==> config.mk <==
export PLATFORM = sky130hd
export DESIGN_NAME = edge_period_meter
export DESIGN_NICKNAME = d
export VERILOG_FILES = /design/src/rtl/edge_period_meter.sv
export SDC_FILE = /design/constraint.sdc
export NUM_CORES = 1
export LEC_CHECK = 0
export CAP_MARGIN = 15
export CORE_MARGIN = 4
export CORE_UTILIZATION = 30
export DETAILED_ROUTE_END_ITERATION = 8
export HOLD_SLACK_MARGIN = 0.15
export PLACE_DENSITY_LB_ADDON = 0.08
export SETUP_SLACK_MARGIN = 0.1
export SYNTH_ARGS = -nofsm -noshare
export SYNTH_HDL_FRONTEND = slang
export SYNTH_SLANG_ARGS = --single-unit
==> constraint.sdc <==
create_clock -name clk -period 4.9 [get_ports clk]
set_clock_uncertainty 0.1 [all_clocks]
set_input_delay 0.98 -clock clk [delete_from_list [all_inputs] [get_ports clk]]
set_output_delay 0.98 -clock clk [all_outputs]
set_load 0.01 [all_outputs]
==> src/rtl/edge_period_meter.sv <==
// edge_period_meter: measures the high time and the period of a signal from the
// single-cycle rise/fall pulses of the upstream edge detector. Each complete
// rise -> fall -> rise cycle produces one record. Records are offered on a
// valid/ready port that has a one-entry holding slot.
module edge_period_meter #(
    parameter int CNT_W = 16
) (
    input  logic             clk,
    input  logic             reset,
    input  logic             rise_i,
    input  logic             fall_i,
    output logic             meas_valid_o,
    input  logic             meas_ready_i,
    output logic [CNT_W-1:0] high_cnt_o,
    output logic [CNT_W-1:0] period_cnt_o,
    output logic             sat_o,
    output logic             drop_o,
    output logic             err_o
);

    localparam logic [CNT_W-1:0] CNT_MAX = '1;
    localparam logic [CNT_W-1:0] CNT_ONE = CNT_W'(1);

    typedef enum logic [1:0] {
        IDLE = 2'd0,
        HIGH = 2'd1,
        LOW  = 2'd2
    } state_t;

    state_t           state_q, state_d;
    logic [CNT_W-1:0] hc_q, hc_d;
    logic [CNT_W-1:0] pc_q, pc_d;
    logic             sat_q, sat_d;
    logic             valid_q, valid_d;
    logic [CNT_W-1:0] high_q, high_d;
    logic [CNT_W-1:0] period_q, period_d;
    logic             sat_out_q, sat_out_d;
    logic             drop_q, drop_d;
    logic             err_q, err_d;

    // Saturating increments: counters stick at the maximum instead of wrapping.
    logic [CNT_W-1:0] hc_inc;
    logic [CNT_W-1:0] pc_inc;
    assign hc_inc = (hc_q == CNT_MAX) ? hc_q : hc_q + CNT_ONE;
    assign pc_inc = (pc_q == CNT_MAX) ? pc_q : pc_q + CNT_ONE;

    logic accept;
    logic complete;
    assign accept = valid_q & meas_ready_i;

    // Next-state logic: measurement FSM, counters and output slot.
    always_comb begin
        // NOTE: every signal gets a default before the case so no path leaves
        // one unassigned, which would infer a latch.
        state_d   = state_q;
        hc_d      = hc_q;
        pc_d      = pc_q;
        sat_d     = sat_q;
        valid_d   = valid_q;
        high_d    = high_q;
        period_d  = period_q;
        sat_out_d = sat_out_q;
        drop_d    = 1'b0;
        err_d     = 1'b0;
        complete  = 1'b0;

        // A handshake empties the slot unless a new record is loaded below.
        if (accept) begin
            valid_d = 1'b0;
        end

        case (state_q)
            IDLE: begin
                // A lone fall here is ignored; only a rise starts a measurement.
                if (rise_i) begin
                    hc_d    = CNT_ONE;
                    pc_d    = CNT_ONE;
                    sat_d   = 1'b0;
                    state_d = HIGH;
                end
            end
            HIGH: begin
                if (rise_i) begin
                    // Missed fall: abort this measurement and restart from this rise.
                    err_d = 1'b1;
                    hc_d  = CNT_ONE;
                    pc_d  = CNT_ONE;
                    sat_d = 1'b0;
                end else if (fall_i) begin
                    pc_d    = pc_inc;
                    sat_d   = sat_q | (pc_inc == CNT_MAX);
                    state_d = LOW;
                end else begin
                    hc_d  = hc_inc;
                    pc_d  = pc_inc;
                    sat_d = sat_q | (hc_inc == CNT_MAX) | (pc_inc == CNT_MAX);
                end
            end
            LOW: begin
                if (rise_i) begin
                    complete = 1'b1;
                    hc_d     = CNT_ONE;
                    pc_d     = CNT_ONE;
                    sat_d    = 1'b0;
                    state_d  = HIGH;
                end else begin
                    pc_d  = pc_inc;
                    sat_d = sat_q | (pc_inc == CNT_MAX);
                end
            end
            default: begin
                state_d = IDLE;
            end
        endcase

        // The finished record uses the counter values from before this cycle's update.
        if (complete) begin
            if (!valid_q || accept) begin
                valid_d   = 1'b1;
                high_d    = hc_q;
                period_d  = pc_q;
                sat_out_d = sat_q;
            end else begin
                drop_d = 1'b1;
            end
        end
    end

    // State register: every flop is cleared by the asynchronous reset.
    always_ff @(posedge clk or posedge reset) begin
        if (reset) begin
            state_q   <= IDLE;
            hc_q      <= '0;
            pc_q      <= '0;
            sat_q     <= 1'b0;
            valid_q   <= 1'b0;
            high_q    <= '0;
            period_q  <= '0;
            sat_out_q <= 1'b0;
            drop_q    <= 1'b0;
            err_q     <= 1'b0;
        end else begin
            // NOTE: non-blocking assignments so every flop samples the values
            // from before this edge, independent of statement order.
            state_q   <= state_d;
            hc_q      <= hc_d;
            pc_q      <= pc_d;
            sat_q     <= sat_d;
            valid_q   <= valid_d;
            high_q    <= high_d;
            period_q  <= period_d;
            sat_out_q <= sat_out_d;
            drop_q    <= drop_d;
            err_q     <= err_d;
        end
    end

    assign meas_valid_o = valid_q;
    assign high_cnt_o   = high_q;
    assign period_cnt_o = period_q;
    assign sat_o        = sat_out_q;
    assign drop_o       = drop_q;
    assign err_o        = err_q;

endmodule

# Yosys cells after proc, flatten, opt, wreduce, memory -nomap -nowiden
# Index checks and enable logic that the tools add are counted.
word_totals:
  ramBits: 0
  memories: 0
  latch_bits: 0
  mem_bits_ro: 0
  elab_cells: 65
  output_inout_bits: 36
  ff_bits: 71
op_classes:
  div_mod_pow: 0
  multipliers: 0
  n_addsub: 2
  reduce_logical: 13
  eq_ne: 11
  n_mux: 25
  bitwise: 4
  n_lt_le_gt_ge: 0
  shifts: 0
op_table:
  columns: ["cell", "count"]
  rows:
  - ["16-bit two-way mux", 6]
  - ["16-bit == test (second input constant)", 4]
  - ["16-bit case mux with 2 select lines", 2]
  - ["16-bit by 1-bit adder with 16-bit output (second input constant)", 2]
  - ["1-bit two-way mux", 12]
  - ["2-bit two-way mux", 3]
  - ["2-bit inequality test (second input constant)", 3]
  - ["2-bit AND reduction", 3]
  - ["3-bit AND reduction", 2]
  - ["2-bit case mux with 2 select lines", 1]
  - ["2-bit nonzero test", 2]
  - ["2-bit OR reduction", 2]
  - ["3-bit inequality test (second input constant)", 1]
  - ["1-bit bitwise OR", 3]
  - ["1-bit case mux with 3 select lines", 1]
  - ["3-bit nonzero test", 1]
  - ["2-bit by 1-bit == test with 1-bit output (second input constant)", 1]
  - ["2-bit == test (second input constant)", 1]
  - ["2-bit logical NOT", 1]
  - ["2-bit by 1-bit inequality test with 1-bit output (second input constant)", 1]
  - ["1-bit AND", 1]
  - ["1-bit logical NOT", 1]
  - ["1-bit logical OR", 1]

# Depth between registers and ports, before layout
# Gate-level depths: netlist of the first run.
depth:
  word_depth: 8
  depth_mapped: 11
  depth_no_buf: 9

# Worst setup path before layout of the first run
# Ideal clock, no wire load.
synth_path:
  path_type: "input to register"
  startpoint: "input port rise_i"
  endpoint: "register high_q[0] (netlist: high_cnt_o[0])"
  path_buffers: 3
  required_time_ns: 4.675
  arrival_ns: 2.364
  cell_stages: 6
  slack_ns: 2.312
  path_cell_list: "clkbuf_1 -> nand2_1 -> nor2b_1 -> clkbuf_1 -> clkbuf_1 -> mux2_2"
synth_between:
  elab_chain_len: 3
synth_rtl:
  columns: ["item", "line_no", "source"]
  rows:
  - ["from (decl)", "10", "input logic rise_i,"]
  - ["1-bit two-way mux", "100", "if (rise_i) begin"]
  - ["1-bit two-way mux", "72", "case (state_q)"]
  - ["2-bit AND reduction (no source line)", null, null]
  - ["to (signal assigned)", "150", "high_q <= high_d;"]
  - ["to (decl)", "35", "logic [CNT_W-1:0] high_q, high_d;"]
# Every way passes these cells.
# A chain may end at the register's enable or synchronous reset.

# Worst setup path after layout of the first run
layout_path:
  startpoint: "input port rise_i"
  endpoint: "register sat_q"
layout_between:
  elab_chain_len: 2
  word_cells_on_any_way: 5
layout_rtl:
  columns: ["item", "line_no", "source"]
  rows:
  - ["1-bit two-way mux, or another cell as far along", "100", null]
  - ["1-bit case mux with 3 select lines / 2-bit AND reduction (equally long branches)", null, null]
  - ["to (signal assigned)", "148", "sat_q <= sat_d;"]
  - ["to (decl)", "33", "logic sat_q, sat_d;"]
# Several ways; a longest one is shown, not always the timed one.

==> metrics.txt, run 1 <==
sum of buffers and inverters on the critical path=1; RSZ-0062 raised after global routing=no; DRC viols=0; dominant synthesized flop cell=dfrtp_1; max-cap check violation count=0; mapped cell area=0.00382 mm²; nets@finish=433; initial antenna violation count=0; first-pass GRT wire length=15.4 mm; synthesized flop and latch total=71; largest net degree at the start of global routing=43; VDD IR-drop max=0.000169 V; post-DP HPWL=6.43 mm; critical path arrival=3.56 ns; fin crit period=3.39 ns; Post-Layout Cell Count=594; H-tree levels=3; fin crit share=69.1%; crit path capture type=flop; Worst Setup Start Kind=primary input; internal power=1230 µW; GRT met2 Usage=22.9%; Vias/cell=5.15; leading area contributor after synthesis=dfrtp_1; worst hold path type=reg2reg; Relative slew margins=33.6%; Final ANT Viol Nets=0; CTS tree=built; CP delay by family, top=simple AND/OR/NAND/NOR gates; Worst EP required=5.07 ns; Max Clk Rate=295 MHz; Rows=40; total grt overflow=0; Slew @ Worst Pin=0.993 ns; PD cells=383 mW/mm²; via count=3060; Synth cell types=51; total chip power=1780 µW; Worst-path clk slew=0.05 ns; status=finished, final reports clean; count leader, synth=dfrtp_1; Initial Utilization=31.3%; GR Layer Usage met1=16.1%; GR Util met3=3.23%; logic gate share of total power=25.5%; synthesis-to-layout area growth=22.1%; syn avg cell area=9.81 µm²; CP max-delay cell=clkdlybuf4s50_1; # hold bufs at CTS=0; layout cells sized above 1=15.5%; gr usage total=13.3%; critical path type=in2reg; # IOs=41; Filler Cell Count=1254; utilization after layout=38.2%; die width=121 µm; vias in the first global route=3037; WL/cell=15.6 µm; Die Y=121 µm; CP max stage delay=0.59 ns; total CTS buffers=9; register area share after synthesis=46.5%; P_leak=0.00198 µW; post-synthesis cell count=389; clock network power share=36.6%; full die area=0.0146 mm²; top-area cell type share of the netlist area=46.5%; Final Hold Fails=0; Max Buffers Root-to-Sink=2; Net Count, Synth=400; Max Slew Vio Count=0; cells resized by post-CTS repair=0; ant diodes=0; crit-path cells=clkdlybuf4s50_1 -> nor2_1 -> nand2_1 -> nor3_1 -> o2111ai_1 -> or4b_1 -> o41ai_2 -> a31o_1; dominant cells by area after synthesis=dfrtp_1 (47%), mux2_2 (9.7%), o21ai_0 (5.6%); Routed Wire Length=9.28 mm; Placed Cells=578; total negative slack=0 ns; EDFF count, synth=0; worst-skew pair later-pin latency=0.34 ns; NetSw=556 µW; port bufs=40; Synth top cells by count=dfrtp_1 (71), o21ai_0 (43), mux2_2 (33); Place WS=1.14 ns; sequential power share=37.9%; DR iter-0 viols=86; Clock Tree Root=clkbuf_16; # Post-CTS Setup Buffers=0; slack of the critical path=1.51 ns; drt pass-1 iters=4; Core ar.=0.0122 mm²; crit path max fanout=14; Final setup viols=0; clock tree sinks=71; yosys warns=0; ys async rst share=100%; switching share of total power=31.2%; routability cong.=0.834; GRT busiest layer=met2
[placed cells by master (no fill, tap or decap), drive strengths merged, types with 3 or more instances in the layout]
cell type      count
a21o               5
a21oi             26
a31oi             12
and2               5
and3               8
and4               3
buf                4
clkbuf            11
clkdlybuf4s50     40
clkinv             3
dfrtp             71
ha                 6
inv               11
mux2              33
mux2i              3
nand2             31
nand3             16
nand4              8
nor2              28
nor3              10
nor3b              3
nor4               4
o2111ai            3
o21ai             45
o31ai              6
xnor2              6
[routing by layer]
metal | vias to the layer above | part of all wire (%)
li1 | 1502 | -
met1 | 1505 | 45
met2 | 42 | 50
met3 | 11 | 3.2
met4 | 0 | 1.7
met5 | - | 0
[metrics by stage]
step | instance area [µm²] | hold slack [ns]
2_1_floorplan | 3820 | 0.373
4_1_cts | 4650 | 0.407
3_5_place_dp | 4350 | 0.395
3_3_place_gp | 4350 | 0.391
6_report | 4660 | 0.402
5_1_grt | 4660 | 0.419
[area by class of cell]
cell class | instances | area (µm²) | area share (%)
clock buffer | 11 | 253 | 5.42
clock inverter | 4 | 45.0 | 0.967
inverter | 11 | 41.3 | 0.886
multi-input combinational | 285 | 1900 | 40.8
sequential | 71 | 1780 | 38.1
tap | 168 | 210 | 4.51
timing repair buffer | 44 | 430 | 9.24
[cell families after synthesis]
logic type / Yosys count / synth area share (%)
AND/OR/NAND/NOR: 128 / 18.3
XOR/XNOR: 7 / 1.61
multiplexers: 36 / 10.5
AO/OA/AOI/OAI: 108 / 17.2
flip-flops: 71 / 46.5
buffers and inverters: 33 / 3.80
adder cells (fa/ha/maj): 6 / 1.97
[path summary, 6_finish.rpt]
path | from | endpoint | slack [ns] | depth (start not counted)
max | rise_i | sat_q | 1.51 | 8
min | high_cnt_o[1] | high_cnt_o[1] | 0.40 | 1
max reg2reg | state_q[0] | sat_q | 2.07 | 9
min reg2reg | high_cnt_o[1] | high_cnt_o[1] | 0.40 | 1
max in group asynchronous | reset | hc_q[14] | 2.75 | 3
min in group asynchronous | reset | period_cnt_o[3] | 0.95 | 2
[registers in the layout, summed over array words and instances, names as in the netlist]
register / cells
sat_q: 1
hc_q: 16
period_cnt_o: 16
pc_q: 16
meas_valid_o: 1
state_q: 2
drop_o: 1
high_cnt_o: 16
err_o: 1
sat_o: 1
[power groups by stage]
stage	Combinational, µW	Sequential, µW	Clock [µW]
2_1_floorplan	308	681	0
3_3_place_gp	449	684	0
3_5_place_dp	452	684	0
4_1_cts	453	675	679
5_1_grt	511	682	705
6_report	455	675	653
No activity file was read; power rests on OpenSTA's default activity.
==> run 2, diff against run 1 <==
- clock period: 4.9 -> 3.5 ns (I/O delays scaled with it)
==> run 2 against run 1 <==
Net effect:
- clock-buffer cell count increased by 2
- combinational power up 45%
- largest cell class unchanged
- clock power is 45% higher
- die area unchanged
- first-iteration DRC count is 22% higher
- non-clock buffer count grew 4
- final cell count is 0.84% higher
- largest power group unchanged
==> metrics.txt, run 2 (synthesized netlist as in run 1, its figures left out) <==
status=finished, final reports clean; H-tree levels=3 (unchanged); Max Buffers Root-to-Sink=2 (unchanged); # hold bufs at CTS=0 (unchanged); crit path capture type=flop; Relative slew margins=60.2% (+27 points); via count=3061 (+0.033%); Core ar.=0.0122 mm² (unchanged); Routed Wire Length=9.29 mm (+0.13%); die width=121 µm (unchanged); total grt overflow=0 (unchanged); CTS tree=built; drt pass-1 iters=4 (unchanged); vias in the first global route=3117 (+2.6%); reg2reg setup slack=0.78 ns (-1.29 ns); post-DP HPWL=6.47 mm (+0.64%); clock tree sinks=71 (unchanged); Final setup viols=0 (unchanged); Post-Layout Cell Count=599 (+0.84%); fin crit period=2.72 ns; Worst Setup Start Kind=flop; Final Hold Fails=0 (unchanged); P_leak=0.00201 µW (+1.6%); # IOs=41 (unchanged); worst-skew pair later-pin latency=0.34 ns (about the same); critical path arrival=2.90 ns (-0.66 ns); total negative slack=0 ns (unchanged); first-pass GRT wire length=15.9 mm (+3.2%); largest net degree at the start of global routing=72 (+67%); most frequent cells in the layout=dfrtp_1 (71), o21ai_0 (43), clkdlybuf4s50_1 (40), mux2_2 (33), nand2_1 (31); routability cong.=0.860 (+3.2%); RR Startpoint=pc_q[0]; most common cell after layout, fill and taps aside=dfrtp_1; Initial Utilization=31.3% (unchanged); cells resized by post-CTS repair=0 (unchanged); port bufs=40 (unchanged); DRC viols=0 (unchanged); full die area=0.0146 mm² (unchanged); RSZ-0062 raised after global routing=no; Worst-path clk slew=0.06 ns (about the same); DR iter-0 viols=105 (+22%); gr usage total=13.7% (+0.41 points); Rows=40 (unchanged); VDD IR-drop max=0.000324 V (+91%); Placed Cells=583 (+0.87%); max-cap check violation count=0 (unchanged); crit path max fanout=10 (-4); crit path to=sat_q; total CTS buffers=9 (unchanged); # Post-CTS Setup Buffers=0 (unchanged); Max Clk Rate=368 MHz; layout cells sized above 1=16.2% (+0.75 points); nets@finish=437 (+0.92%); Max Slew Vio Count=0 (unchanged); reg2reg end=sat_q; worst hold path type=reg2reg; PD cells=539 mW/mm² (+41%); Slew @ Worst Pin=0.597 ns (-0.396 ns); WL/cell=15.5 µm (-0.71%); critical path type=reg2reg; Vias/cell=5.11 (-0.80%); fin crit share=77.7%; CP Launch Point=pc_q[0]; synthesis-to-layout area growth=23.8%; initial antenna violation count=0 (unchanged); Clock Tree Root=clkbuf_16; Register-to-Register Path Depth=8 (-1); Worst EP required=3.68 ns (-1.39 ns); ant diodes=0 (unchanged); Final ANT Viol Nets=0 (unchanged); Filler Cell Count=1251 (-0.24%); Die Y=121 µm (unchanged)
run 2: power breakdown:
| part | switching [µW] | internal (µW) | total [µW] |
|---|---|---|---|
| Combinational | 392 | 269 | 661 |
| Sequential | 65.2 | 879 | 945 |
| Clock | 337 | 607 | 945 |
run 2: final cells by class:
type | count | area, µm² | share of cell area (%)
clock buffers | 13 | 270 | 5.72
repair buffers | 48 | 485 | 10.3
clock inverters | 3 | 40.0 | 0.847
inverters | 11 | 41.3 | 0.873
well taps | 168 | 210 | 4.45
flip-flops and latches | 71 | 1780 | 37.6
multi-input cells | 285 | 1900 | 40.3
run 2: routing by layer:
layer / vias to the layer above / GRT usage, % / routed length (µm)
li1: 1500 / - / -
met1: 1496 / 15.8 / 4000
met2: 51 / 24.4 / 4790
met3: 14 / 4.12 / 340
met4: 0 / 4.39 / 156
met5: - / 0 / 0
run 2: stage by stage:
step / cell area, µm² / hold slack, ns / utilization (%) / power [µW] / setup slack (ns)
after global placement: 4420 / 0.390 / 36.2 / 1620 / 0.666
after floorplan: 3820 / 0.373 / - / 1380 / 0.903
after CTS: 4730 / 0.408 / 38.7 / 2600 / 0.782
after detailed placement: 4420 / 0.395 / 36.2 / 1630 / 0.615
final: 4730 / 0.403 / 38.7 / 2550 / 0.780
after global routing: 4730 / 0.418 / 38.7 / 2710 / 0.516
run 2: how the worst min path moves through the flow:
stage	from	end	slack (ns)	cells after the start
2_1_floorplan	sat_q	sat_o	0.37	1
3_3_place_gp	high_cnt_o[3]	high_cnt_o[3]	0.39	1
3_5_place_dp	high_cnt_o[3]	high_cnt_o[3]	0.40	1
4_1_cts	high_cnt_o[3]	high_cnt_o[3]	0.41	1
5_1_grt	high_cnt_o[10]	high_cnt_o[10]	0.42	1
6_report	high_cnt_o[10]	high_cnt_o[10]	0.40	1
run 2: worst max-delay path, stage by stage, from the launching register on:
cell	delay, ns
dfrtp_1	0.49
ha_1	0.30
and2_1	0.35
and3_1	0.33
nand3_2	0.22
and3_1	0.30
xnor2_1	0.14
a311oi_1	0.24
a31o_1	0.18
==> run 3, diff against run 2 <==
- clock period: 3.5 -> 2.6 ns (I/O delays scaled with it)
==> run 3 against run 2 <==
Net effect:
- non-clock buffer count grew 25
- sequential share of layout area down 1.7 points
- register-to-register slack worse by 0.63 ns
- wire length is 5.1% higher
- utilization up 2.0 points
- global-route usage increased by 0.12 points
- final cell count is 4.2% higher
- setup slack lost 0.63 ns
- largest power group unchanged
==> metrics.txt, run 3 (synthesized netlist as in run 1, its figures left out) <==
crit-path cells=ha_4 -> and3_4 -> a211o_1 -> nand2_1 -> o2111ai_2 -> or4b_1 -> o41ai_2 -> a31o_1; crit path max fanout=4 (-6); fin crit period=2.45 ns (-0.269 ns); DRC viols=0 (unchanged); die width=121 µm (unchanged); Max Buffers Root-to-Sink=2 (unchanged); Reg area=0.00178 mm² (+0.42%); Initial Utilization=31.3% (unchanged); largest net degree at the start of global routing=72 (unchanged); status=finished, final reports clean; initial antenna violation count=0 (unchanged); critical path arrival=2.63 ns (-0.27 ns); nets@finish=462 (+5.7%); full die area=0.0146 mm² (unchanged); first-pass GRT wire length=15.9 mm (+0.56%); fin crit share=94.3% (+17 points); crit path capture type=flop; routability cong.=0.885 (+2.8%); met2 WL=4.91 mm (+2.5%); ant diodes=0 (unchanged); reg2reg setup slack=0.15 ns (-0.63 ns); DR iter-0 viols=161 (+53%); total CTS buffers=9 (unchanged); Slew @ Worst Pin=0.513 ns (-0.0836 ns); Post-Layout Cell Count=624 (+4.2%); Register-to-Register Path Depth=8 (unchanged); Worst EP required=2.78 ns (-0.90 ns); via count=3172 (+3.6%); utilization after layout=40.7% (+2.0 points); crit path to=sat_q; most frequent cells in the layout=dfrtp_1 (65), o21ai_0 (43), clkdlybuf4s50_1 (40), mux2_2 (33), buf_4 (31); Final setup viols=0 (unchanged); clock tree sinks=71 (unchanged); PD cells=720 mW/mm² (+34%); CP Launch Point=hc_q[1]; Placed Cells=599 (+2.7%); metal3 WL=369 µm (+8.5%); worst hold path type=reg2reg; H-tree levels=3 (unchanged); Multi-input gate area=0.00197 mm² (+3.4%); Max Slew Vio Count=0 (unchanged); drt pass-1 iters=4 (unchanged); VDD IR-drop max=0.000287 V (-11%); WL/cell=15.6 µm (+0.87%); Worst Setup Start Kind=flop; synthesis-to-layout area growth=30.1%; Filler Cell Count=1260 (+0.72%); total grt overflow=0 (unchanged); Routed Wire Length=9.76 mm (+5.1%); cell depth of the worst setup path=8 (unchanged); Worst-path clk slew=0.06 ns (about the same); DR top layer=met4; Die Y=121 µm (unchanged); vias in the first global route=3091 (-0.83%); critical path type=reg2reg; RSZ-0062 raised after global routing=yes; worst-skew pair later-pin latency=0.34 ns (about the same); P_leak=0.00213 µW (+6.1%); Clock Tree Root=clkbuf_16; M1 WL=4.34 mm (+8.5%); RR Startpoint=hc_q[1]; port bufs=40 (unchanged); CP max stage delay=0.55 ns (+0.06 ns); Core ar.=0.0122 mm² (unchanged); total negative slack=0 ns (unchanged); post-DP HPWL=6.65 mm (+2.8%); Relative slew margins=65.8% (+5.6 points); Rows=40 (unchanged); CP delay by family, top=compound AO/OA/AOI/OAI gates; Max Clk Rate=408 MHz (+11%); CTS tree=built; layout cells sized above 1=25.0% (+8.8 points); max-cap check violation count=0 (unchanged); gr usage total=13.9% (+0.12 points); Final ANT Viol Nets=0 (unchanged); CP max-delay cell=or4b_1; reg2reg end=sat_q; most common cell after layout, fill and taps aside=dfrtp_1; sum of buffers and inverters on the critical path=0 (unchanged); Final Hold Fails=0 (unchanged); Vias/cell=5.08 (-0.53%); # IOs=41 (unchanged)
==> run 3: through the flow <==
stage | hold WS, ns | total power [µW] | cell area (µm²) | worst slack (ns)
2_1_floorplan | 0.373 | 1860 | 3820 | 0.159
5_1_grt | 0.418 | 3800 | 4970 | 0.0196
4_1_cts | 0.408 | 3510 | 4830 | 0.103
3_5_place_dp | 0.395 | 2250 | 4540 | -0.120
6_report | 0.401 | 3580 | 4970 | 0.149
3_3_place_gp | 0.389 | 2250 | 4540 | -0.0504
==> run 3: worst min path at each step <==
stage	endpoint	cells past startpoint	from	slack, ns
after detailed placement	high_cnt_o[3]	1	high_cnt_o[3]	0.40
after floorplan	sat_o	1	sat_q	0.37
final	high_cnt_o[10]	1	high_cnt_o[10]	0.40
after global routing	period_cnt_o[2]	1	period_cnt_o[2]	0.42
after global placement	high_cnt_o[0]	1	high_cnt_o[0]	0.39
after CTS	high_cnt_o[3]	1	high_cnt_o[3]	0.41
==> run 3: where the power goes <==
part	internal (µW)	total, µW	switching (µW)	leakage (µW)
registers	1180	1240	55.4	0.000965
logic	501	1120	620	0.00102
clock network	764	1220	454	0.000146
total	2450	3580	1130	0.00213
==> run 3: area by class of cell <==
cell class / instances / share of cell area, %
clock inverters: 4 / 0.907
well taps: 168 / 4.23
repair buffers: 73 / 13.6
multi-input cells: 285 / 39.6
clock buffers: 12 / 4.96
flip-flops and latches: 71 / 35.9
inverters: 11 / 0.831
==> run 3: per-layer routing <==
metal	GRT usage (%)	vias to the layer above
li1	-	1546
met1	16.6	1549
met2	23.4	63
met3	4.12	14
met4	5.45	0
met5	0	-
==> run 3: what timing repair did <==
action / CTS / global route
setup endpoints to repair: 1 / 1
resized for setup: 1 / 23
hold buffers: 0 / 0
pin swaps: 0 / 9
buffers inserted: 0 / 9
cloned: 0 / 0
